==> src/rtl/adc_channel_sched_if.sv <==
// ADC front-end handshake: the scheduler drives the request and channel.
// The front end answers with a one-cycle done pulse that carries the data.
interface adc_channel_sched_if;
  logic        conv_req;
  logic [2:0]  conv_chan;
  logic        conv_done;
  logic [11:0] conv_data;

  modport master (
    output conv_req,
    output conv_chan,
    input  conv_done,
    input  conv_data
  );

  modport slave (
    input  conv_req,
    input  conv_chan,
    output conv_done,
    output conv_data
  );
endinterface

==> src/rtl/adc_channel_sched.sv <==
// Periodic three-channel line-sensor sampler.
// Each frame converts left, centre and right in turn and commits all three at once.
module adc_channel_sched #(
  parameter int          FRAME_PERIOD   = 1000,
  parameter int          TIMEOUT_CYCLES = 64,
  parameter logic [2:0]  LEFT_CH        = 3'd3,
  parameter logic [2:0]  CENTER_CH      = 3'd4,
  parameter logic [2:0]  RIGHT_CH       = 3'd5
) (
  input  logic                        clk,
  input  logic                        rst,
  input  logic                        enable,
  input  logic                        err_clr,
  adc_channel_sched_if.master         adc,
  output logic [11:0]                 left_sensor,
  output logic [11:0]                 center_sensor,
  output logic [11:0]                 right_sensor,
  output logic                        frame_valid,
  output logic                        timeout_err,
  output logic                        overrun_err
);

  localparam int TW = 15;
  localparam int WW = 8;
  localparam logic [TW-1:0] TIMER_LAST = TW'(FRAME_PERIOD - 1);
  localparam logic [WW-1:0] WAIT_LAST  = WW'(TIMEOUT_CYCLES - 1);

  localparam logic [1:0] S_IDLE   = 2'd0;
  localparam logic [1:0] S_REQ    = 2'd1;
  localparam logic [1:0] S_GAP    = 2'd2;
  localparam logic [1:0] S_COMMIT = 2'd3;

  logic [1:0]    state_q, state_d;
  logic [1:0]    idx_q, idx_d;
  logic [TW-1:0] timer_q;
  logic [WW-1:0] wait_q, wait_d;
  logic          conv_req_q, conv_req_d;
  logic [2:0]    conv_chan_q, conv_chan_d;
  logic [11:0]   left_q, center_q, right_q;
  logic          frame_valid_q;
  logic          timeout_err_q;
  logic          overrun_err_q;

  logic frame_tick;
  logic capture;
  logic timeout_evt;
  logic overrun_evt;
  logic commit;

  function automatic logic [2:0] chan_of(input logic [1:0] i);
    case (i)
      2'd0:    return LEFT_CH;
      2'd1:    return CENTER_CH;
      default: return RIGHT_CH;
    endcase
  endfunction

  // Timer free-runs only while enabled; disabling parks it at zero.
  assign frame_tick = enable && (timer_q == TIMER_LAST);

  always_ff @(posedge clk) begin
    if (rst) begin
      timer_q <= '0;
    end else if (!enable || frame_tick) begin
      timer_q <= '0;
    end else begin
      timer_q <= timer_q + 1'b1;
    end
  end

  always_comb begin
    state_d     = state_q;
    idx_d       = idx_q;
    wait_d      = wait_q;
    capture     = 1'b0;
    timeout_evt = 1'b0;
    commit      = 1'b0;
    case (state_q)
      S_IDLE: begin
        if (frame_tick) begin
          state_d = S_REQ;
          idx_d   = 2'd0;
          wait_d  = '0;
        end
      end
      S_REQ: begin
        // A done on the last allowed cycle still counts as a good conversion.
        if (adc.conv_done || wait_q == WAIT_LAST) begin
          capture     = adc.conv_done;
          timeout_evt = !adc.conv_done;
          wait_d      = '0;
          state_d     = (idx_q == 2'd2) ? S_COMMIT : S_GAP;
        end else begin
          wait_d = wait_q + 1'b1;
        end
      end
      S_GAP: begin
        state_d = S_REQ;
        idx_d   = idx_q + 2'd1;
        wait_d  = '0;
      end
      default: begin
        commit  = 1'b1;
        state_d = S_IDLE;
        idx_d   = 2'd0;
      end
    endcase
  end

  assign overrun_evt = frame_tick && (state_q != S_IDLE);
  assign conv_req_d  = (state_d == S_REQ);
  assign conv_chan_d = chan_of(idx_d);

  always_ff @(posedge clk) begin
    if (rst) begin
      state_q     <= S_IDLE;
      idx_q       <= 2'd0;
      wait_q      <= '0;
      conv_req_q  <= 1'b0;
      conv_chan_q <= LEFT_CH;
    end else begin
      state_q     <= state_d;
      idx_q       <= idx_d;
      wait_q      <= wait_d;
      conv_req_q  <= conv_req_d;
      conv_chan_q <= conv_chan_d;
    end
  end

  // One shadow register per channel so a timed-out channel keeps its last good sample.
  generate
    for (genvar gi = 0; gi < 3; gi++) begin : g_ch
      logic [11:0] shadow_q;
      always_ff @(posedge clk) begin
        if (rst) begin
          shadow_q <= '0;
        end else if (capture && idx_q == 2'(gi)) begin
          shadow_q <= adc.conv_data;
        end
      end
    end
  endgenerate

  always_ff @(posedge clk) begin
    if (rst) begin
      left_q        <= '0;
      center_q      <= '0;
      right_q       <= '0;
      frame_valid_q <= 1'b0;
    end else begin
      frame_valid_q <= commit;
      if (commit) begin
        left_q   <= g_ch[0].shadow_q;
        center_q <= g_ch[1].shadow_q;
        right_q  <= g_ch[2].shadow_q;
      end
    end
  end

  // Sticky flags: a new error in the same cycle as a clear must not be lost.
  always_ff @(posedge clk) begin
    if (rst) begin
      timeout_err_q <= 1'b0;
      overrun_err_q <= 1'b0;
    end else begin
      if (timeout_evt)  timeout_err_q <= 1'b1;
      else if (err_clr) timeout_err_q <= 1'b0;
      if (overrun_evt)  overrun_err_q <= 1'b1;
      else if (err_clr) overrun_err_q <= 1'b0;
    end
  end

  assign adc.conv_req  = conv_req_q;
  assign adc.conv_chan = conv_chan_q;
  assign left_sensor   = left_q;
  assign center_sensor = center_q;
  assign right_sensor  = right_q;
  assign frame_valid   = frame_valid_q;
  assign timeout_err   = timeout_err_q;
  assign overrun_err   = overrun_err_q;

endmodule

==> src/flat_wrapper.sv <==
// flat-port wrapper written by rule: the top's interface ports become plain ports
module adc_channel_sched_flat 
#(
  parameter int          FRAME_PERIOD   = 1000,
  parameter int          TIMEOUT_CYCLES = 64,
  parameter logic [2:0]  LEFT_CH        = 3'd3,
  parameter logic [2:0]  CENTER_CH      = 3'd4,
  parameter logic [2:0]  RIGHT_CH       = 3'd5
)
  (clk, rst, enable, err_clr, left_sensor, center_sensor, right_sensor, frame_valid, timeout_err, overrun_err, adc_conv_req, adc_conv_chan, adc_conv_done, adc_conv_data);
  adc_channel_sched_if adc_i ();
  input  logic clk;
  input  logic rst;
  input  logic enable;
  input  logic err_clr;
  output logic [11:0] left_sensor;
  output logic [11:0] center_sensor;
  output logic [11:0] right_sensor;
  output logic frame_valid;
  output logic timeout_err;
  output logic overrun_err;
  output wire logic [$bits(adc_i.conv_req)-1:0] adc_conv_req;
  output wire logic [$bits(adc_i.conv_chan)-1:0] adc_conv_chan;
  input wire logic [$bits(adc_i.conv_done)-1:0] adc_conv_done;
  input wire logic [$bits(adc_i.conv_data)-1:0] adc_conv_data;
  assign adc_conv_req = adc_i.conv_req;
  assign adc_conv_chan = adc_i.conv_chan;
  assign adc_i.conv_done = adc_conv_done;
  assign adc_i.conv_data = adc_conv_data;
  adc_channel_sched #(.FRAME_PERIOD(FRAME_PERIOD), .TIMEOUT_CYCLES(TIMEOUT_CYCLES), .LEFT_CH(LEFT_CH), .CENTER_CH(CENTER_CH), .RIGHT_CH(RIGHT_CH)) u_core (.clk(clk), .rst(rst), .enable(enable), .err_clr(err_clr), .adc(adc_i), .left_sensor(left_sensor), .center_sensor(center_sensor), .right_sensor(right_sensor), .frame_valid(frame_valid), .timeout_err(timeout_err), .overrun_err(overrun_err));
endmodule
==> config.mk <==
export PLATFORM = sky130hd
export DESIGN_NAME = adc_channel_sched_flat
export DESIGN_NICKNAME = d
export VERILOG_FILES = /design/src/rtl/adc_channel_sched_if.sv /design/src/rtl/adc_channel_sched.sv /design/src/flat_wrapper.sv
export SDC_FILE = /design/constraint.sdc
export NUM_CORES = 1
export LEC_CHECK = 0
export CORE_MARGIN = 1.5
export CORE_UTILIZATION = 45
export DETAILED_ROUTE_END_ITERATION = 10
export GPL_ROUTABILITY_DRIVEN = 0
export PLACE_DENSITY = 0.73
export SYNTH_ARGS = -nofsm -noshare
export SYNTH_HDL_FRONTEND = slang
export SYNTH_SLANG_ARGS = --single-unit
==> constraint.sdc <==
create_clock -name clk -period 2.4 [get_ports clk]
set_clock_uncertainty 0.1 [all_clocks]
set_input_delay 0.48 -clock clk [delete_from_list [all_inputs] [get_ports clk]]
set_output_delay 0.48 -clock clk [all_outputs]
set_load 0.005 [all_outputs]
==> results of run 1 <==
[synth_stat cells (all sizes together) (2+ instances only)]
cell type and number:
xor2 3, nor2 22, and2 2, nor3 7, a21oi 78, nand3b 2
inv 13, nand3 14, nand4 3, xnor2 9, nor4 6, a31oi 2
nand2b 4, dfxtp 106, or4 3, clkbuf 28, o22ai 2, o21ai 3
a211o 2, or3 4, and3 8, nand2 154, ha 5
[cell type report]
type                            count  area (µm²)  share of cell area [%]
Multi-Input combinational cell    350        1760                    35.6
Timing Repair Buffer               65         631                    12.8
Inverter                           13        48.8                   0.987
Sequential cell                   106        2120                    42.9
Clock buffer                        9         124                    2.51
Clock inverter                      7         124                    2.51
Tap cell                          108         135                    2.73
[state kept, by name, indices dropped and copies added, names as in the netlist]
name                  cells
u_core.adc.conv_chan      3
u_core.adc.conv_req       1
u_core.center_sensor     12
u_core.frame_valid        1
u_core.g_ch.shadow_q     36
u_core.idx_q              2
u_core.left_sensor       12
u_core.overrun_err        1
u_core.right_sensor      12
u_core.state_q            2
u_core.timeout_err        1
u_core.timer_q           15
u_core.wait_q             8
[layer usage]
layer / routed length (µm) / up-vias / GRT usage [%]
met5: 0 / - / 0
met4: 63 / 0 / 7.36
met3: 532 / 6 / 4.89
met2: 4310 / 96 / 30.9
met1: 4040 / 1544 / 25.7
li1: - / 1748 / -
[worst max path at each step]
stage	startpoint	to	slack, ns	cells after the start
6_report	u_core.timer_q[3]$_SDFF_PP0_	u_core.wait_q[7]$_SDFFE_PP0P_	0.23	4
5_1_grt	u_core.timer_q[3]$_SDFF_PP0_	u_core.wait_q[7]$_SDFFE_PP0P_	0.19	4
4_1_cts	u_core.timer_q[3]$_SDFF_PP0_	u_core.wait_q[7]$_SDFFE_PP0P_	0.22	4
3_5_place_dp	adc_conv_done	u_core.wait_q[5]$_SDFFE_PP0P_	0.11	5
3_3_place_gp	enable	u_core.wait_q[6]$_SDFFE_PP0P_	0.14	5
2_1_floorplan	u_core.timer_q[3]$_SDFF_PP0_	u_core.wait_q[6]$_SDFFE_PP0P_	0.32	4
[worst max-delay path: stages, from the launching register on]
cell	delay [ns]
dfxtp_1	0.36
or4_4	0.57
or4_4	0.55
and3_4	0.21
a211o_1	0.28
[kinds of logic after synthesis]
logic type / after synthesis
AOI/OAI and AO/OA: 96
muxes: 1
xor gates and xnor gates: 12
buffers and inverters: 41
DFF: 106
adders and majority gates: 5
and+or+nand+nor: 236
[power by group through the flow]
stage               combinational [mW]  clock, mW  sequential [mW]
floorplan                       0.0317          0             1.80
global placement                0.0782          0             1.80
detailed placement              0.0782          0             1.80
CTS                             0.0788       1.33             1.76
global route                    0.0837       1.41             1.76
finish                          0.0788       1.31             1.76
==> impl_metrics.env, run 1 <==
export IMPL_status="complete, no violations"
export IMPL_ys_ff_latch=106
export IMPL_antenna_found_initial=0
export IMPL_drtIter0Drc=213
export IMPL_power_leakage_nw=1.61
export IMPL_synthArstFlopShare_pct=0
export IMPL_worstHoldStart="u_core.g_ch[2].shadow_q[4]$_SDFFE_PP0P_"
export IMPL_maxClockFrequency_ghz=0.460
export IMPL_synth_edf_count=0
export IMPL_synth_mux_area_share_pct=0.248
export IMPL_period_minus_slack_ns=2.17
export IMPL_grt_max_degree=82
export IMPL_dp_cells=642
export IMPL_synth_cell_types=42
export IMPL_synth_top_cell_area_share_pct=52.6
export IMPL_syn_nets=519
export IMPL_syn_area_per_cell_um2=8.11
export IMPL_die_y_um=97.7
export IMPL_clkTransAtPathRegs_ns=0.10
export IMPL_postSynthCellCount=497
export IMPL_dieArea_mm2=0.00954
export IMPL_pwr_share_clk_pct=41.5
export IMPL_numClockSinks=106
export IMPL_min_to="u_core.right_sensor[4]$_SDFFE_PP0P_"
export IMPL_antenna_left=0
export IMPL_postCtsHoldBufs=0
export IMPL_yosys_warnings=0
export IMPL_maxCapViolCount=0
export IMPL_setup_viol=0
export IMPL_synthAdderAreaFrac_pct=1.55
export IMPL_setup_slack_ns=0.228
export IMPL_r2r_cells=4
export IMPL_power_density_mw_per_mm2=637
export IMPL_synthFlopType="dfxtp_1"
export IMPL_synth_compound_area_share_pct=13.1
export IMPL_timing_rr_start="u_core.timer_q[3]$_SDFF_PP0_"
export IMPL_yosys_top_cells_area="dfxtp_1, nand2_1, a21oi_1, clkbuf_1, nor2_1"
export IMPL_tns_ns=0
export IMPL_crit_type="reg -> reg"
export IMPL_combPwrFrac_pct=2.5
export IMPL_finalPower_mw=3.15
export IMPL_internal_power_mw=2.49
export IMPL_hold_viol=0
export IMPL_max_slew_margin_rel_pct=45.5
export IMPL_final_core_util_pct=56.7
export IMPL_drc_errors=0
export IMPL_finalCritPeriodShare_pct=90.5
export IMPL_start_util_pct=46.2
export IMPL_io_buffers=59
export IMPL_core_area_mm2=0.00872
export IMPL_fin_cells=658
export IMPL_rr_endpoint="u_core.wait_q[7]$_SDFFE_PP0P_"
export IMPL_vias_per_cell=5.16
export IMPL_cts_resized=0
export IMPL_slew_violations=0
export IMPL_whs_path_depth=2
export IMPL_h_tree_depth=3
export IMPL_rrSetupSlack_ns=0.23
export IMPL_finalNetCount=567
export IMPL_io_pin_count=60
export IMPL_die_width_um=97.7
export IMPL_syn_to_final_growth_pct=22.6
export IMPL_synth_top_cell_by_area="dfxtp_1"
export IMPL_grt_total_usage_pct=19.5
export IMPL_grt_pass1_wl_um=15200
export IMPL_drive_gt1_share_pct=5.09
export IMPL_first_pass_iters=4
export IMPL_synth_simple_area_share_pct=26.0
export IMPL_drt_total_wl_um=8940
export IMPL_grt_pass1_vias=3271
export IMPL_cp_end_kind="flop"
export IMPL_layout_common_cells="nand2_1, dfxtp_1, a21oi_1"
export IMPL_clk_insertion_delay_late_ns=0.36
export IMPL_yosysSeqAreaShare_pct=52.6
export IMPL_cts_tree="built"
export IMPL_placed_cell_area_mm2=0.00469
export IMPL_grt_ovfl_total=0
export IMPL_layout_commonest_cell="nand2_1"
export IMPL_diodes=0
export IMPL_cts_buffers=9
export IMPL_hpwlAfterDp_um=6200
export IMPL_stdcell_area_mm2=0.00494
export IMPL_synth_top_family_by_area="simple AND/OR/NAND/NOR gates"
export IMPL_cts_root_buffer="clkbuf_8"
export IMPL_rsz0062_at_grt="false"
export IMPL_power_frac_seq_pct=56.0
export IMPL_syn_cell_area_mm2=0.00403
export IMPL_holdWs_ns=0.357
export IMPL_vias=3394
export IMPL_worst_pin_slew_ns=0.817
export IMPL_wl_per_cell_um=13.6
export IMPL_critPathArrivalTime_ns=2.33
export IMPL_min_path_type="reg -> reg"
export IMPL_vdd_drop_max_uv=293
export IMPL_cts_setup_buffers=0
export IMPL_crit_fanout=4
export IMPL_cp_required_ns=2.56
export IMPL_start_kind="flop"
export IMPL_pre_cts_slack_ns=0.106
export IMPL_num_rows=34
export IMPL_fill_cells=778
export IMPL_clockBufferDepth=2
export IMPL_synth_xor_area_share_pct=2.61
export IMPL_p_switching_mw=0.656
export IMPL_p_sw_share_pct=20.8
Note: power is estimated with default switching activity, not from simulation.
==> run 2: changes to the inputs <==
--- a/config.mk
+++ b/config.mk
@@ -7,6 +7,7 @@
 export LEC_CHECK = 0
 export CORE_MARGIN = 1.5
 export CORE_UTILIZATION = 45
+export CTS_BUF_LIST = sky130_fd_sc_hd__clkbuf_4 sky130_fd_sc_hd__clkbuf_8
 export DETAILED_ROUTE_END_ITERATION = 10
 export GPL_ROUTABILITY_DRIVEN = 0
 export PLACE_DENSITY = 0.73
==> results of run 2 <==
No change in the layout: final DEF, timing and power equal those of run 1.
